### src/rtl/led_mode_ctrl.sv
// led_mode_ctrl: debounced push-button mode selector driving the board LED pair.
// Each accepted press steps OFF -> ON -> BLINK -> BREATHE -> OFF. A shared
// millisecond-style tick paces the debouncer, the blink half-period and the
// breathe ramp. led2 mirrors led1 in the static modes and is its complement
// in the animated ones.
module led_mode_ctrl #(
  parameter int CLK_FREQ       = 80000000,
  parameter int TICK_HZ        = 1000,
  parameter int DEBOUNCE_TICKS = 20,
  parameter int BLINK_TICKS    = 500,
  parameter int PWM_BITS       = 8
) (
  input  logic       clk,
  input  logic       reset,
  input  logic       btn,
  output logic       led1,
  output logic       led2,
  output logic [1:0] mode
);

  localparam int DIV   = CLK_FREQ / TICK_HZ;
  localparam int PRE_W = (DIV > 1) ? $clog2(DIV) : 1;
  localparam int DB_W  = (DEBOUNCE_TICKS > 1) ? $clog2(DEBOUNCE_TICKS) : 1;
  localparam int BLK_W = (BLINK_TICKS > 1) ? $clog2(BLINK_TICKS) : 1;

  localparam logic [PRE_W-1:0]    PRE_LAST  = PRE_W'(DIV - 1);
  localparam logic [DB_W-1:0]     DB_LAST   = DB_W'(DEBOUNCE_TICKS - 1);
  localparam logic [BLK_W-1:0]    BLK_LAST  = BLK_W'(BLINK_TICKS - 1);
  localparam logic [PWM_BITS-1:0] DUTY_MAX  = {PWM_BITS{1'b1}};
  localparam logic [PWM_BITS-1:0] DUTY_ZERO = {PWM_BITS{1'b0}};
  localparam logic [PWM_BITS-1:0] DUTY_ONE  = PWM_BITS'(1);

  typedef enum logic [1:0] {
    MODE_OFF     = 2'd0,
    MODE_ON      = 2'd1,
    MODE_BLINK   = 2'd2,
    MODE_BREATHE = 2'd3
  } mode_e;

  // Timebase
  logic [PRE_W-1:0]    r_pre_cnt;
  logic                w_tick;

  // Button path
  logic                r_sync1;
  logic                r_sync2;
  logic                w_btn_s;
  logic                r_stable;
  logic                r_stable_d;
  logic [DB_W-1:0]     r_db_cnt;
  logic                w_press;

  // Mode state
  mode_e               r_mode;
  mode_e               w_mode_next;
  logic                w_enter_blink;
  logic                w_enter_breathe;

  // Animation state
  logic [BLK_W-1:0]    r_blk_cnt;
  logic                r_phase;
  logic [PWM_BITS-1:0] r_pwm_cnt;
  logic [PWM_BITS-1:0] r_duty;
  logic                r_dir_up;

  // Output stage
  logic                w_led1_next;
  logic                w_led2_next;
  logic                r_led1;
  logic                r_led2;

  assign w_tick  = (r_pre_cnt == PRE_LAST);
  assign w_btn_s = r_sync2;
  // The accepted level rose on the previous edge: one pulse per press, none on release.
  assign w_press = r_stable & ~r_stable_d;

  // Prescaler: free-running 0..DIV-1, tick marks the last count.
  always_ff @(posedge clk) begin
    if (reset) begin
      r_pre_cnt <= {PRE_W{1'b0}};
    end else if (w_tick) begin
      r_pre_cnt <= {PRE_W{1'b0}};
    end else begin
      r_pre_cnt <= r_pre_cnt + PRE_W'(1);
    end
  end

  // Two-flop synchroniser for the asynchronous button.
  always_ff @(posedge clk) begin
    if (reset) begin
      r_sync1 <= 1'b0;
      r_sync2 <= 1'b0;
    end else begin
      r_sync1 <= btn;
      r_sync2 <= r_sync1;
    end
  end

  // Debouncer: a new level must persist for DEBOUNCE_TICKS ticks; any bounce back restarts it.
  always_ff @(posedge clk) begin
    if (reset) begin
      r_stable   <= 1'b0;
      r_stable_d <= 1'b0;
      r_db_cnt   <= {DB_W{1'b0}};
    end else begin
      r_stable_d <= r_stable;
      if (w_btn_s == r_stable) begin
        r_db_cnt <= {DB_W{1'b0}};
      end else if (w_tick) begin
        if (r_db_cnt == DB_LAST) begin
          r_stable <= w_btn_s;
          r_db_cnt <= {DB_W{1'b0}};
        end else begin
          r_db_cnt <= r_db_cnt + DB_W'(1);
        end
      end
    end
  end

  // Mode state register.
  always_ff @(posedge clk) begin
    if (reset) begin
      r_mode <= MODE_OFF;
    end else begin
      r_mode <= w_mode_next;
    end
  end

  // Mode next-state: advance on press and flag the mode being entered.
  always_comb begin
    w_mode_next     = r_mode;
    w_enter_blink   = 1'b0;
    w_enter_breathe = 1'b0;
    if (w_press) begin
      case (r_mode)
        MODE_OFF: begin
          w_mode_next = MODE_ON;
        end
        MODE_ON: begin
          w_mode_next   = MODE_BLINK;
          w_enter_blink = 1'b1;
        end
        MODE_BLINK: begin
          w_mode_next     = MODE_BREATHE;
          w_enter_breathe = 1'b1;
        end
        MODE_BREATHE: begin
          w_mode_next = MODE_OFF;
        end
        default: begin
          w_mode_next = MODE_OFF;
        end
      endcase
    end else begin
      w_mode_next = r_mode;
    end
  end

  // Blink half-period counter; entry reinitialises and takes priority over a coincident tick.
  always_ff @(posedge clk) begin
    if (reset) begin
      r_blk_cnt <= {BLK_W{1'b0}};
      r_phase   <= 1'b0;
    end else if (w_enter_blink) begin
      r_blk_cnt <= {BLK_W{1'b0}};
      r_phase   <= 1'b0;
    end else if (w_tick && (r_mode == MODE_BLINK)) begin
      if (r_blk_cnt == BLK_LAST) begin
        r_blk_cnt <= {BLK_W{1'b0}};
        r_phase   <= ~r_phase;
      end else begin
        r_blk_cnt <= r_blk_cnt + BLK_W'(1);
      end
    end
  end

  // Free-running PWM counter shared by the breathe comparator.
  always_ff @(posedge clk) begin
    if (reset) begin
      r_pwm_cnt <= DUTY_ZERO;
    end else begin
      r_pwm_cnt <= r_pwm_cnt + DUTY_ONE;
    end
  end

  // Breathe triangle ramp: direction flips on arriving at either end, so duty never wraps.
  always_ff @(posedge clk) begin
    if (reset) begin
      r_duty   <= DUTY_ZERO;
      r_dir_up <= 1'b1;
    end else if (w_enter_breathe) begin
      r_duty   <= DUTY_ZERO;
      r_dir_up <= 1'b1;
    end else if (w_tick && (r_mode == MODE_BREATHE)) begin
      if (r_dir_up) begin
        if (r_duty == DUTY_MAX) begin
          r_duty   <= r_duty - DUTY_ONE;
          r_dir_up <= 1'b0;
        end else begin
          r_duty <= r_duty + DUTY_ONE;
          if (r_duty == (DUTY_MAX - DUTY_ONE)) begin
            r_dir_up <= 1'b0;
          end
        end
      end else begin
        if (r_duty == DUTY_ZERO) begin
          r_duty   <= r_duty + DUTY_ONE;
          r_dir_up <= 1'b1;
        end else begin
          r_duty <= r_duty - DUTY_ONE;
          if (r_duty == DUTY_ONE) begin
            r_dir_up <= 1'b1;
          end
        end
      end
    end
  end

  // LED pattern selection for the current mode.
  always_comb begin
    w_led1_next = 1'b0;
    w_led2_next = 1'b0;
    case (r_mode)
      MODE_OFF: begin
        w_led1_next = 1'b0;
        w_led2_next = 1'b0;
      end
      MODE_ON: begin
        w_led1_next = 1'b1;
        w_led2_next = 1'b1;
      end
      MODE_BLINK: begin
        w_led1_next = ~r_phase;
        w_led2_next = r_phase;
      end
      MODE_BREATHE: begin
        w_led1_next = (r_pwm_cnt < r_duty);
        w_led2_next = ~(r_pwm_cnt < r_duty);
      end
      default: begin
        w_led1_next = 1'b0;
        w_led2_next = 1'b0;
      end
    endcase
  end

  // Registered LED drive so the pins never see combinational glitches.
  always_ff @(posedge clk) begin
    if (reset) begin
      r_led1 <= 1'b0;
      r_led2 <= 1'b0;
    end else begin
      r_led1 <= w_led1_next;
      r_led2 <= w_led2_next;
    end
  end

  assign led1 = r_led1;
  assign led2 = r_led2;
  assign mode = r_mode;

endmodule
### config.mk
export PLATFORM = sky130hd
export DESIGN_NAME = led_mode_ctrl
export DESIGN_NICKNAME = d
export VERILOG_FILES = /design/src/rtl/led_mode_ctrl.sv
export SDC_FILE = /design/constraint.sdc
export NUM_CORES = 1
export LEC_CHECK = 0
export CAP_MARGIN = 5
export CORE_MARGIN = 2
export CORE_UTILIZATION = 55
export CTS_BUF_LIST = sky130_fd_sc_hd__clkbuf_16
export DETAILED_ROUTE_END_ITERATION = 16
export DONT_BUFFER_PORTS = 1
export PLACE_DENSITY = 0.69
export SLEW_MARGIN = 10
export SYNTH_ARGS = -nofsm -noshare
export SYNTH_HDL_FRONTEND = slang
export SYNTH_SLANG_ARGS = --single-unit
### constraint.sdc
create_clock -name clk -period 4.3 [get_ports clk]
set_input_delay 0.86 -clock clk [delete_from_list [all_inputs] [get_ports clk]]
set_output_delay 0.86 -clock clk [all_outputs]
set_load 0.1 [all_outputs]
; Yosys cells after proc, flatten, opt, wreduce, memory -nomap -nowiden
; Cells that the tools add are included.
[op_classes]
addsub = 6
eq_ne = 10
order_cmp = 1
div_mod_pow = 0
muxes = 17
bitwise_logic = 5
reduce_logical = 10
mul = 0
shifts = 0
[ops]
columns = operator, count
row1 = two-way mux 8 bit, 3
row2 = adder 17 x 1 -> 17 bit (second input constant), 1
row3 = == test 17 bit (second input constant), 1
row4 = adder 8 x 1 -> 8 bit (second input constant), 2
row5 = == test 8 bit (second input constant), 2
row6 = adder 9 x 1 -> 9 bit (second input constant), 1
row7 = == test 9 bit (second input constant), 1
row8 = two-way mux 1 bit, 9
row9 = two-way mux 9 bit, 1
row10 = == test 8 x 1 -> 1 bit (second input constant), 1
row11 = zero test 8 bit, 1
row12 = < comparator 8 bit, 1
row13 = one-hot mux 1 bit (4 select lines), 2
row14 = one-hot mux 2 bit (4 select lines), 1
row15 = OR reduction 2 bit, 4
row16 = subtractor 8 x 1 -> 8 bit (second input constant), 1
row17 = adder 5 x 1 -> 5 bit (second input constant), 1
row18 = == test 5 bit (second input constant), 1
row19 = two-way mux 5 bit, 1
row20 = == test 2 bit (second input constant), 2
row21 = inverter 1 bit, 4
row22 = AND reduction 3 bit, 1
row23 = == test 2 x 1 -> 1 bit (second input constant), 1
row24 = logical AND 1 bit, 2
row25 = 4 further kinds, 4
[totals]
word_cells = 63
input_bits = 3
rom_bits = 0
reg_bits = 57
latchBits = 0
mem_bits_rw = 0
memories = 0
output_inout_bits = 4

; Longest topological paths before layout
; Gate-level depths: netlist (run 1).
[depth]
depth_word = 4
mapped_depth = 9
mapped_depth_nobuf = 7

; Least setup slack after synthesis (run 1)
; OpenSTA, ideal clock, no wires.
[synth_timing]
kind = register -> register
startpoint = register r_mode[1], in the netlist mode[1]
endpoint = register r_dir_up
n_path_buf = 1
path_slack_ns = 2.052
t_required_ns = 4.168
path_stages_with_launch = 6
arrival_ns = 2.116
setup_ns = 0.132
synth_period_minus_slack_ns = 2.248
path_cell_list = dfxtp_1 -> ha_1 -> nand3_1 -> clkbuf_1 -> o41ai_1 -> nand3_1
[synth_between]
elab_chain_len = 4
word_cells_on_any_way = 6
cone_classes = eq/ne: 2 / mux: 2 / reduce/logical: 2
[synth_lines]
columns = item, line
row1 = from (decl), 54  ; mode_e r_mode;
row2 = from (signal assigned), 125  ; r_mode <= w_mode_next;
row3 = == test 2 bit, 135  ; case (r_mode)
row4 = two-way mux 1 bit, 135
row5 = two-way mux 1 bit, 134  ; if (w_press) begin
row6 = OR reduction 2 bit (no source line), --
row7 = to (signal assigned), 190  ; r_dir_up <= 1'b1;
row8 = to (signal assigned), 193  ; r_dir_up <= 1'b1;
row9 = to (signal assigned), 198  ; r_dir_up <= 1'b0;
row10 = to (decl), 64  ; logic r_dir_up;
; Several ways; a longest one is shown, not always the timed one.
; A chain may end at the register's enable or synchronous reset.

; Worst setup path in the final report (run 1)
[layout_timing]
startpoint = register r_pre_cnt[0]
endpoint = register r_dir_up
[layout_between]
elab_chain_len = 2
[layout_lines]
columns = item, line
row1 = from (decl), 41  ; logic [PRE_W-1:0] r_pre_cnt;
row2 = from (signal assigned), 80  ; r_pre_cnt <= {PRE_W{1'b0}};
row3 = from (signal assigned), 82  ; r_pre_cnt <= {PRE_W{1'b0}};
row4 = from (signal assigned), 84  ; r_pre_cnt <= r_pre_cnt + PRE_W'(1);
row5 = == test 17 bit, 72  ; assign w_tick = (r_pre_cnt == PRE_LAST);
row6 = logical AND 1 bit, 194  ; end else if (w_tick && (r_mode == MODE_BREATHE)) begin
row7 = to (signal assigned), 193
row8 = to (signal assigned), 198
row9 = to (signal assigned), 202  ; r_dir_up <= 1'b0;
; No other way between the ends.

==> impl_metrics.toml, run 1 <==
[status]
status = "finished, final reports clean"

[yosys]
synth_seq_area_share_pct = 38.3
syn_area_um2 = 2980
synthDistinctLibCells = 45
synth_xor_area_share_pct = 9.40
synth-simple-area-share_pct = 26.2
async_flop_share_pct = 0
synthMuxAreaShare_pct = 2.35
synth_top_family_by_area = "simple AND/OR/NAND/NOR gates"
synth_compound_area_share_pct = 12.0
netlist_top_cells_count = "dfxtp_1, nor2_1, nand3_1"
synth_fa_ha_area_share_pct = 8.39
yosys_warnings = 0
synth.most_common_cell = "dfxtp_1"
yosysTopAreaCell = "dfxtp_1"
postSynthAreaPerCell_um2 = 8.62
synth_top_area_share_pct = 38.3
synthFlopType = "dfxtp_1"
synth_edf_count = 0
synth_area_leaders = "dfxtp_1, ha_1, nor2_1"
synth.ff_latch_count = 57
syn_inst = 346
syn-num-nets = 369

[worst_hold_path]
whs_path_depth = 1
worstHoldStart = "r_sync1$_SDFF_PP0_"
hold_path_end = "r_sync2$_SDFF_PP0_"
min_path_type = "reg -> reg"

[global_route]
grt_use_total_pct = 20.0
first_global_vias = 2087
grt_pass1_wl_mm = 9.65
grt_max_degree = 23
gr-total-overflow = 0
antenna_found_initial = 0

[critical_path]
r2r_end = "r_dir_up$_SDFFE_PP1P_"
cp_num_buf_inv = 0
max_stage_delay_ns = 0.61
arrival_ns = 2.67
r2r_slack_ns = 1.89
crit_fanout = 14
reg2reg_from = "r_pre_cnt[0]$_SDFF_PP0_"
crit_slowest_cell = "or4_1"
crit_path_cell_trace = "ha_1 -> and4_1 -> and4_1 -> nand3_1 -> or4_1 -> nand3_1"
critical_path_class = "reg -> reg"
critPathLaunch = "r_pre_cnt[0]$_SDFF_PP0_"
crit_path_start_kind = "register"
required_ns = 4.56
reg2reg_depth = 6
end_kind = "register"
cpLargestDelayFamily = "simple AND/OR/NAND/NOR gates"

[flow_run]
maxCapViolCount = 0

[clock_tree]
clockBufferDepth = 2
tritoncts = "built"
htree_levels = 3
cts_inserted_buffers = 9
cts_hold_buf = 0
cts_setup_buffers = 0
clkSinkCount = 57
path_clk_slew_ns = 0.05
ctsResizeCount = 0
root_buffer = "clkbuf_16"
clk_latency_ns = 0.31

[sta]
maxSlewHeadroom_pct = 37.7
finalCritPeriodShare_pct = 56.1
timing.setup.tns_ns = 0
worst_pin_slew_ns = 0.934
final-max-slew-violation-count = 0
skew_ns = 0.00556
final_hold_viol_count = 0
max_freq_mhz = 414
min_period_ns = 2.41
rsz0062_at_grt = "false"
setup_viol = 0

[layout]
drive_gt1_share_pct = 5.40
area_growth_pct = 11.1
fillCellCount = 446
num_antenna_cells = 0
nets = 371

[route]
vias = 2391
drtAntennaViolNets = 0
wl_per_cell_um = 13.4
drt_wl_total_mm = 5.65
drt_iter0_drc = 124
drc = 0
vias_per_cell = 5.67
first_pass_iters = 4

[place]
place.gp.congestion = 0.889
dpl.hpwl_mm = 3.96
portBuffers = 0

[floorplanning]
chipHeight_um = 77.6
dieArea_um2 = 6030
rows = 26
initial_utilization_pct = 57.6
design.core.area_um2 = 5170
pin_count = 7
die-width_um = 77.6

[power_and_ir_drop]
p_total_mw = 1.21
ir_drop_uv = 319
powerDensity_nw_per_um2 = 367
p_leak_nw = 1.28
how the worst max path moves through the flow:
stage                                        to  slack (ns)  cells after the start
after floorplan           r_dir_up$_SDFFE_PP1P_        2.05                      5
after global placement    r_dir_up$_SDFFE_PP1P_        1.97                      6
after detailed placement  r_dir_up$_SDFFE_PP1P_        1.89                      6
after CTS                 r_dir_up$_SDFFE_PP1P_        1.90                      6
after global routing      r_dir_up$_SDFFE_PP1P_        1.65                      6
final                     r_dir_up$_SDFFE_PP1P_        1.89                      6
cell families after synthesis:
kind of cell | after synthesis
flip-flops | 57
AO/OA/AOI/OAI | 52
AND/OR/NAND/NOR | 153
adder cells (fa/ha/maj) | 20
multiplexers | 7
XOR/XNOR | 32
buffers and inverters | 25
layer usage:
layer  track usage [%]  wire [um]
met1              29.1       3010
met2              28.4       2370
met3              4.30        196
met4              8.04         73
met5                 0          0
power breakdown:
part           total (mW)  internal [mW]  leakage (nW)  switching [mW]
Combinational      0.0213        0.00919         0.673          0.0121
Sequential          0.541          0.535         0.461         0.00530
Clock               0.652          0.435         0.147           0.217
through the flow:
stage | std cells | hold WS (ns) | worst slack [ns] | util, % | cell area (um2)
after floorplan | 346 | 0.414 | 2.05 | - | 2980
after global placement | 407 | 0.439 | 1.97 | 58.7 | 3030
after detailed placement | 407 | 0.430 | 1.89 | 58.7 | 3030
after CTS | 422 | 0.449 | 1.90 | 64.0 | 3310
after global routing | 422 | 0.465 | 1.65 | 64.0 | 3310
final | 422 | 0.445 | 1.89 | 64.0 | 3310
layout make-up:
type / instances / area, um2 / area share, %
Clock buffer: 9 / 225 / 6.80
Inverter: 14 / 52.6 / 1.59
Sequential cell: 57 / 1140 / 34.5
Multi-Input combinational cell: 264 / 1740 / 52.5
Timing Repair Buffer: 2 / 15.0 / 0.453
Clock inverter: 6 / 52.6 / 1.59
Tap cell: 70 / 87.6 / 2.64
registers in the layout, summed over array words and instances, names as in the netlist, 2 cells and up:
| name | cells |
|---|---|
| mode | 2 |
| r_blk_cnt | 9 |
| r_db_cnt | 5 |
| r_duty | 8 |
| r_pre_cnt | 17 |
| r_pwm_cnt | 8 |
cell usage in the layout, fill, tap and decap left out, types with 6 or more instances in the layout:
master / n
nand4_1: 8
nand3_1: 24
xor2_1: 15
and4_1: 6
nor2_1: 51
o21ai_0: 13
ha_1: 20
nor4_1: 6
clkbuf_16: 9
dfxtp_1: 57
nor2b_1: 8
xnor2_1: 17
nand2_1: 21
inv_1: 16
mux2i_1: 7
a21oi_1: 14
Note: power is estimated with default switching activity, not from simulation.
==> run 2, diff against run 1 <==
==> constraint.sdc (replaced) <==
create_clock -name clk -period 2.25 [get_ports clk]
set_input_delay 0.45 -clock clk [delete_from_list [all_inputs] [get_ports clk]]
set_output_delay 0.45 -clock clk [all_outputs]
set_load 0.1 [all_outputs]
==> impl_metrics.toml, run 2 (same netlist as run 1, synthesis figures left out) <==
[global_route]
antenna_found_initial = 0
grt_use_total_pct = 22.4
grt_pass1_wl_mm = 10.7
grt_max_degree = 23
first_global_vias = 2301
gr-total-overflow = 0

[critical_path]
cpLargestDelayFamily = "compound AO/OA/AOI/OAI gates"
reg2reg_from = "r_duty[2]$_SDFFE_PP0P_"
critical_path_class = "reg -> reg"
crit_fanout = 5
cp.depth = 5
arrival_ns = 2.26
max_stage_delay_ns = 0.56
reg2reg_depth = 5
crit_path_start_kind = "register"
crit_path_cell_trace = "or4_4 -> o41ai_4 -> o21ai_0 -> a221oi_1 -> a211oi_1"
r2r_end = "r_duty[4]$_SDFFE_PP0P_"
end_kind = "register"
r2r_slack_ns = 0.19
cp_num_buf_inv = 0
crit_slowest_cell = "or4_4"
required_ns = 2.45

[sta]
setup_ws_ns = 0.185
maxSlewHeadroom_pct = 58.7
timing.setup.tns_ns = 0
finalCritPeriodShare_pct = 91.8
final-max-slew-violation-count = 0
rsz0062_at_grt = "false"
max_freq_mhz = 484
setup_viol = 0
worst_pin_slew_ns = 0.615
min_period_ns = 2.06
final_hold_viol_count = 0
skew_ns = 0.00527

[power_and_ir_drop]
swShare_pct = 20.7
p_total_mw = 2.22
p_leak_nw = 1.32
power_frac_seq_pct = 46.6
ir_drop_uv = 471
pwr-share-comb_pct = 1.8
power.switching_uw = 459
pwr-share-clk_pct = 51.6
p_int_mw = 1.76
powerDensity_nw_per_um2 = 656

[clock_tree]
clkSinkCount = 57
path_clk_slew_ns = 0.05
cts_inserted_buffers = 9
clk_latency_ns = 0.32
htree_levels = 3
cts_hold_buf = 0
clockBufferDepth = 2
root_buffer = "clkbuf_16"
cts_setup_buffers = 0
ctsResizeCount = 0
tritoncts = "built"

[layout]
largest_register = "r_pre_cnt"
post-route-cell-area_um2 = 3380
reg_top3 = "r_pre_cnt (17), r_blk_cnt (9)"
post-route-util_pct = 65.3
area_growth_pct = 13.3
num_antenna_cells = 0
layout_common_cells = "dfxtp_1, nor2_1, nand3_1"
layout_commonest_cell = "dfxtp_1"
fillCellCount = 460
nets = 383
drive_gt1_share_pct = 7.97
largest_register_ffs = 17

[place]
placed_cell_area_um2 = 3120
preCtsSetupSlack_ns = 0.199
place.gp.congestion = 0.936
dpl.hpwl_mm = 4.14
portBuffers = 0

[status]
status = "finished, final reports clean"

[route]
vias_per_cell = 5.56
first_pass_iters = 4
drtAntennaViolNets = 0
drt_iter0_drc = 86
vias = 2415
drt_wl_total_mm = 5.79
drc = 0
wl_per_cell_um = 13.4

[flow_run]
maxCapViolCount = 0

[floorplanning]
pin_count = 7
initial_utilization_pct = 57.6
dieArea_um2 = 6030
die-width_um = 77.6
chipHeight_um = 77.6
rows = 26
design.core.area_um2 = 5170

[worst_hold_path]
hold_path_end = "r_pwm_cnt[0]$_SDFF_PP0_"
whs_path_depth = 1
min_path_type = "in -> reg"
worstHoldStart = "reset"
==> run 2: changes by cell type in the layout (fill, tap and decap cells not counted) <==
cell        previous run  this run
inv_1                 16        15
buf_4                  2        14
clkinvlp_4             0         1
clkinv_2               3         1
bufinv_16              1         0
clkinv_1               0         3
==> run 2: worst register-to-register path: cells and delay by family (launching register included) <==
kind	cells	cell delay, ns
AO/OA/AOI/OAI	4	1.08
flip-flops	1	0.31
AND/OR/NAND/NOR	1	0.56
==> run 2: layout make-up <==
class	instances	area [um2]	share of cell area, %
Multi-Input combinational cell	264	1740	51.5
Sequential cell	57	1140	33.8
Clock buffer	9	225	6.67
Timing Repair Buffer	14	105	3.11
Tap cell	70	87.6	2.59
Inverter	14	52.6	1.56
Clock inverter	6	27.5	0.815
==> run 2: worst max path at each step <==
stage,from,end
detailed placement,r_duty[2]$_SDFFE_PP0P_,r_duty[4]$_SDFFE_PP0P_
floorplan,mode[1]$_SDFFE_PP0P_,r_dir_up$_SDFFE_PP1P_
CTS,r_duty[2]$_SDFFE_PP0P_,r_duty[4]$_SDFFE_PP0P_
finish,r_duty[2]$_SDFFE_PP0P_,r_duty[4]$_SDFFE_PP0P_
global placement,r_duty[2]$_SDFFE_PP0P_,r_duty[4]$_SDFFE_PP0P_
global route,r_duty[0]$_SDFFE_PP0P_,r_duty[4]$_SDFFE_PP0P_
==> run 2: stage by stage <==
stage               cells  hold slack (ns)
floorplan             346            0.414
global placement      419            0.417
detailed placement    419            0.425
CTS                   434            0.183
global route          434            0.183
finish                434            0.194
==> run 2: metal layers <==
layer	vias up	part of all wire [%]	GRT usage, %
met3	15	3.0	4.65
met2	35	42	32.2
li1	1245	-	-
met1	1120	52	30.8
met5	-	0	0
met4	0	2.9	13.4
==> run 2: power by group through the flow <==
stage / Combinational, mW / Clock, mW / Sequential, mW
3_5_place_dp: 0.0411 / 0 / 1.05
5_1_grt: 0.0480 / 1.23 / 1.03
4_1_cts: 0.0414 / 1.18 / 1.03
2_1_floorplan: 0.0368 / 0 / 1.05
3_3_place_gp: 0.0404 / 0 / 1.05
6_report: 0.0407 / 1.14 / 1.03
